===== src/rtl/quad_gate_golden_ref.sv =====
// quad_gate_golden_ref: selectable 4-input gate with registered output and 16-pattern truth-table sweep.
// Define GATE_EXT_EN to enable OR/NOR/XOR/XNOR; otherwise only AND and NAND exist.
module quad_gate_golden_ref #(
    parameter logic RSV_VAL   = 1'b0,
    parameter int   SWEEP_LEN = 16
) (
    input  logic        clk,
    input  logic        rst,
    input  logic [3:0]  pattern,
    input  logic [2:0]  gate_sel,
    output logic        y,
    output logic        y_q,
    input  logic        start,
    output logic        busy,
    output logic        done,
    output logic [15:0] golden,
    output logic        sel_err
);
    typedef enum logic {IDLE, SWEEP} state_t;

    state_t      r_state;
    logic [2:0]  r_sel;
    logic [3:0]  r_idx;
    logic        r_y_q;
    logic        r_busy;
    logic        r_done;
    logic [15:0] r_golden;
    logic        r_sel_err;
    logic        w_y;

    function automatic logic f_rsv(input logic [2:0] s);
`ifdef GATE_EXT_EN
        return s[2] & s[1];
`else
        return !(s == 3'b000 || s == 3'b010);
`endif
    endfunction

    function automatic logic f_eval(input logic [2:0] s, input logic [3:0] p);
`ifdef GATE_EXT_EN
        return f_rsv(s)      ? RSV_VAL :
               s == 3'b000   ? &p  :
               s == 3'b001   ? |p  :
               s == 3'b010   ? ~&p :
               s == 3'b011   ? ~|p :
               s == 3'b100   ? ^p  : ~^p;
`else
        return f_rsv(s) ? RSV_VAL : (s[1] ? ~&p : &p);
`endif
    endfunction

    assign w_y     = f_eval(gate_sel, pattern);
    assign y       = w_y;
    assign y_q     = r_y_q;
    assign busy    = r_busy;
    assign done    = r_done;
    assign golden  = r_golden;
    assign sel_err = r_sel_err;

    always_ff @(posedge clk or posedge rst) begin
        if (rst) begin
            r_state   <= IDLE;
            r_sel     <= 3'b000;
            r_idx     <= 4'd0;
            r_y_q     <= 1'b0;
            r_busy    <= 1'b0;
            r_done    <= 1'b0;
            r_golden  <= 16'h0000;
            r_sel_err <= 1'b0;
        end else begin
            r_y_q <= w_y;
            if (r_state == IDLE) begin
                r_done    <= 1'b0;
                r_sel_err <= f_rsv(gate_sel);
                if (start) begin
                    r_sel    <= gate_sel;
                    r_golden <= 16'h0000;
                    r_idx    <= 4'd0;
                    r_busy   <= 1'b1;
                    r_state  <= SWEEP;
                end
            end else begin
                r_golden[r_idx] <= f_eval(r_sel, r_idx);
                r_idx           <= r_idx + 4'd1;
                r_sel_err       <= f_rsv(r_sel);
                // Last pattern: hand sel_err back to the live select as we go idle
                if (r_idx == 4'(SWEEP_LEN - 1)) begin
                    r_busy    <= 1'b0;
                    r_done    <= 1'b1;
                    r_state   <= IDLE;
                    r_sel_err <= f_rsv(gate_sel);
                end
            end
        end
    end
endmodule


===== config.mk =====
export PLATFORM = sky130hd
export DESIGN_NAME = quad_gate_golden_ref
export DESIGN_NICKNAME = d
export VERILOG_FILES = /design/src/rtl/quad_gate_golden_ref.sv
export SDC_FILE = /design/constraint.sdc
export NUM_CORES = 1
export LEC_CHECK = 0
export CAP_MARGIN = 20
export CORE_UTILIZATION = 45
export DETAILED_ROUTE_END_ITERATION = 10
export MAX_ROUTING_LAYER = met4
export PLACE_DENSITY = 0.71
export SLEW_MARGIN = 10
export SYNTH_ARGS = -nofsm -noshare
export SYNTH_HDL_FRONTEND = slang
export SYNTH_SLANG_ARGS = --single-unit

===== constraint.sdc =====
create_clock -name clk -period 1.5 [get_ports clk]
set_clock_uncertainty 0.05 [all_clocks]
set_input_delay 0.375 -clock clk [delete_from_list [all_inputs] [get_ports clk]]
set_output_delay 0.375 -clock clk [all_outputs]
set_load 0.005 [all_outputs]

Word level (Yosys, flattened, before mapping)
Index checks and enable logic that the tools add are counted.

Register bits after elaboration: 28. Bits of input ports: 10. Output and inout port bits: 21. Logic and storage cells: 51.

Add/subtract/negate cells: 1. Order comparisons: 2. Equal/unequal tests: 4. Multiplexer cells: 21. Bitwise operators: 1. Reduce and logical (&&, ||, !) cells: 14.

Operators with widths (count): two-way mux 16 bit (2); bitwise mux 16 bit (1); two-way mux 1 bit (15); two-way mux 4 bit (2); AND reduction 4 bit (2); == test 3 x 2 -> 1 bit, second input constant (2); logical NOT 3 bit (2); < comparator 4 x 5 -> 1 bit, second input constant (1); adder 4 x 1 -> 4 bit, second input constant (1); demux 1 bit (select 4 bit) (1); == test 4 bit, second input constant (1); >= comparator 4 x 1 -> 1 bit, second input constant (1); logical NOT 1 bit (4); AND reduction 2 bit (2); logical OR 1 bit (2); != test 2 x 1 -> 1 bit, second input constant (1); nonzero test 2 bit (1); logical AND 1 bit (1); NOT 1 bit (1).

Depth between registers and ports, before layout
Gate-level depths: netlist of the first run.

Word-level depth: 6. Mapped depth: 6. Mapped depth without buffers: 5.

Worst setup path before layout of the first run
OpenSTA, ideal clock, no wires.

Path type: register to register. From: reg r_idx[0]. To: reg r_golden[0] (netlist: golden[0]). Setup time: 0.130 ns. Data arrival time: 1.413 ns. Data required time: 1.320 ns. Slack: -0.093 ns. Stages on the path, launching flop included: 7. Buffers on the path: 2. Clock period less this slack: 1.593 ns. Cell sequence: dfrtp_1 -> ha_1 -> buf_6 -> and3_4 -> mux2i_2 -> buf_6 -> o211ai_1.

Cells in the longest elaborated chain, start to end: 6. Elaborated cells on any way between the ends: 11. Those cells by class: order compare (2); mux (6); reduce/logical (3).

RTL lines: from (decl) (line 23) `logic [3:0] r_idx;`; from (signal assigned) (line 84) `r_idx <= r_idx + 4'd1;`; < comparator 4 x 5 -> 1 bit (implied by the code), or another cell as far along (line 83) `r_golden[r_idx] <= f_eval(r_sel, r_idx);`; logical AND 1 bit (implied by the code) or logical NOT 1 bit (tied branches) (line 83, 48); two-way mux 1 bit (on tied branches) (line 83, 48); demux 1 bit (select 4 bit) or two-way mux 1 bit (tied branches) (line 83, 48); bitwise mux 16 bit (*) (line 83); two-way mux 16 bit (*) (line 72) `if (r_state == IDLE) begin`; to (signal, indexed assignment) (line 83); to (decl) (line 27) `logic [15:0] r_golden;`.

Every way passes the cells marked *; elsewhere a longest branch is shown, timed or not. A chain may end at the register's enable or synchronous reset.

Worst setup path in the final report of the first run
Ends and elaborated chain as after synthesis.

==> reports/summary.txt, run 1 <==
Syn_area_per_cell: 10.03 µm²
Register area share after synthesis: 47.22%
Placed cell area: 1998 µm²
Synth Register Bits: 28
Critical Path RT: 1.68 ns
Max FO, Critical Path: 5
IO Port Bufs: 30
Initial cell density of the core: 47.82%
DRC violations left: 0
Internal: 0.002451 W
Worst Tran Pin Value: 0.3223 ns
Vias per cell: 5.358
Final instance area: 2181 µm²
DIE HEIGHT: 59.43 µm
Combinational power share: 59.8%
Diodes inserted: 0
Sw frac: 39.22%
GRT Resource Usage Total: 23.83%
CTS H-tree lvls: 1
Final setup viols: 10
Main synth FF type: dfrtp_1
WP data arrival: 1.75 ns
Crit. End Element: flop
Yosys warnings: 0
DR pass1 iterations: 4
Largest net degree at the start of global routing: 29
DRT iter0 DRCs: 59
RR Startpoint: r_idx[0]
Core area: 3103 µm²
RSZ-0062 raised after global routing: yes
Antenna violations before repair: 0
Die width: 59.43 µm
Max_cap viols: 0
Routed wire per std cell: 14.53 µm
Yosys cell types: 34
Vias in the first global route: 1361
Clock slew at reported path FFs: 0.16 ns
Hpwl dp: 2.406 mm
Ports: 31
Nets: 228
Layout cells sized above 1: 33.80%
Relative slew margins: 78.05%
Worst min path class: in -> async
Ys async rst share: 100.0%
Routability Congestion: 0.8582
R2R cell count: 5
CP startpoint kind: flop
Most frequent cells in the layout: buf_4 (37), dfrtp_1 (28), nand2_1 (19), dlygate4sd2_1 (19)
Final min period: 1.570 ns
PwrDens: 1849 nW/µm²
Fmax: 636.8 MHz
Setup CP Type: reg -> reg
PnR worst setup slack: -0.07032 ns
CTS buffer count: 3
Grt ovf: 0
Row cnt: 20
Syn-to-layout area delta: 46.96%
Final-report max-slew violation count: 0
Post-synth EDFFs: 0
Mapped Area: 1484 µm²
Routed WL: 3.735 mm
Worst VDD drop: 0.001036 V
Global-route wire length before repair: 6.078 mm
CTS root buf: clkbuf_4
Failing checks: setup timing
Final period util: 104.7%
Status: complete, but fails checks
Worst setup path startpoint: r_idx[0]
Vias post-DR: 1377
Clk Latency, worst-skew pair: 0.33 ns
Fin. Hold Viols: 0
CTS Sinks: 28
Die area: 3531 µm²
Leak: 1.035 nW
Synth Instances: 148
Clock network power share: 9.5%
Clock Path Buffers: 2
Routed Antenna Nets: 0
Seq pwr share: 30.8%
CTS tree: done
Synth Net Count: 162
Sw power: 0.001582 W
Most common library cell in the layout ignoring fill and taps: buf_4
Final design utilization: 70.28%
worst max-delay path: stages (launching register included):
cell      delay [ns]
dfrtp_1         0.39
ha_2            0.19
and3_4          0.20
mux2i_4         0.36
buf_6           0.17
o211ai_1        0.09
per-layer routing:
| metal | global-route usage (%) | up-vias | routed length (µm) |
|---|---|---|---|
| li1 | - | 662 | - |
| met1 | 28.77 | 687 | 1677 |
| met2 | 39.65 | 26 | 1938 |
| met3 | 3.493 | 2 | 104 |
| met4 | 9.864 | 0 | 15 |
| met5 | - | - | 0 |
registers in the layout, indices dropped and copies added, names as in the netlist:
register,count
busy,1
done,1
r_state,1
r_idx,4
sel_err,1
y_q,1
r_sel,3
golden,16
synth_stat cells, types with 2 or more instances:
cell type | instances | area [µm²]
nand4_1 | 2 | 12.51
dfrtp_1 | 28 | 700.7
buf_2 | 6 | 30.03
a22o_1 | 5 | 43.79
o22ai_1 | 2 | 12.51
o211ai_1 | 8 | 60.06
mux2_2 | 3 | 33.78
a21o_1 | 12 | 90.09
nand2_1 | 19 | 71.32
inv_1 | 7 | 26.28
nor3b_1 | 2 | 15.01
nor2b_1 | 2 | 12.51
a21oi_1 | 5 | 25.02
nor3_1 | 3 | 15.01
nor2_1 | 4 | 15.01
a31oi_1 | 2 | 12.51
nand3_1 | 13 | 65.06
nand3b_1 | 4 | 30.03
buf_1 | 2 | 7.510
ha_1 | 4 | 50.05
buf_6 | 2 | 22.52
metrics by stage:
stage	hold slack [ns]	total power (W)	setup slack [ns]	instances	setup TNS [ns]
after floorplan	0.3904	0.002466	-0.07956	148	-0.7852
after global placement	0.4154	0.003313	-0.7102	238	-2.096
after detailed placement	0.4280	0.003384	-0.7567	238	-2.460
after CTS	0.2841	0.003882	-0.05223	256	-0.2982
after global routing	0.3086	0.004333	-0.1104	257	-0.9467
final	0.3002	0.004032	-0.07032	257	-0.4708
logic make-up after synthesis:
group | share of synthesized area (%)
xor+xnor | 1.181
fa+ha+maj | 3.373
compound gates | 20.83
flops | 47.22
mux | 3.878
buf+inv | 5.818
simple gates | 17.71
repair_timing:
item                       in CTS  in global routing
hold buffers                    0                  0
resized for setup              44                 17
pin swaps                       5                  6
cloned                          1                  0
setup endpoints to repair      32                 18
buffers inserted               13                  1
path summary, 6_finish.rpt:
path / end / slack [ns]
max in group asynchronous: golden[12] / 0.93
worst min-delay path: golden[5] / 0.30
min in group clk: y_q / 0.32
worst min register to register: busy / 0.46
worst max register to register: golden[0] / -0.07
worst max-delay path: golden[0] / -0.07
power by group through the flow:
stage	registers (W)	logic, W	clock network, W
after floorplan	0.00127	0.00120	0
after global placement	0.00126	0.00206	0
after detailed placement	0.00128	0.00211	0
after CTS	0.00123	0.00226	0.000389
after global routing	0.00128	0.00264	0.000412
final	0.00124	0.00241	0.000381
area by class of cell:
| class | count | area (µm²) |
|---|---|---|
| Fill cell | 257 | 922.1 |
| Multi-Input combinational cell | 103 | 777.0 |
| Sequential cell | 28 | 700.7 |
| Timing Repair Buffer | 71 | 585.6 |
| Tap cell | 44 | 55.05 |
| Clock buffer | 4 | 36.28 |
| Inverter | 7 | 26.28 |
(Power assumes the default switching activity.)
==> run 2, diff against run 1 <==
--- a/config.mk
+++ b/config.mk
@@ -5,6 +5,7 @@
 export SDC_FILE = /design/constraint.sdc
 export NUM_CORES = 1
 export LEC_CHECK = 0
+export ABC_CLOCK_PERIOD_IN_PS = 1500
 export CAP_MARGIN = 20
 export CORE_UTILIZATION = 45
 export DETAILED_ROUTE_END_ITERATION = 10
==> results of run 2 <==
Same layout as run 1: the final DEF is identical, and so are final timing and power.
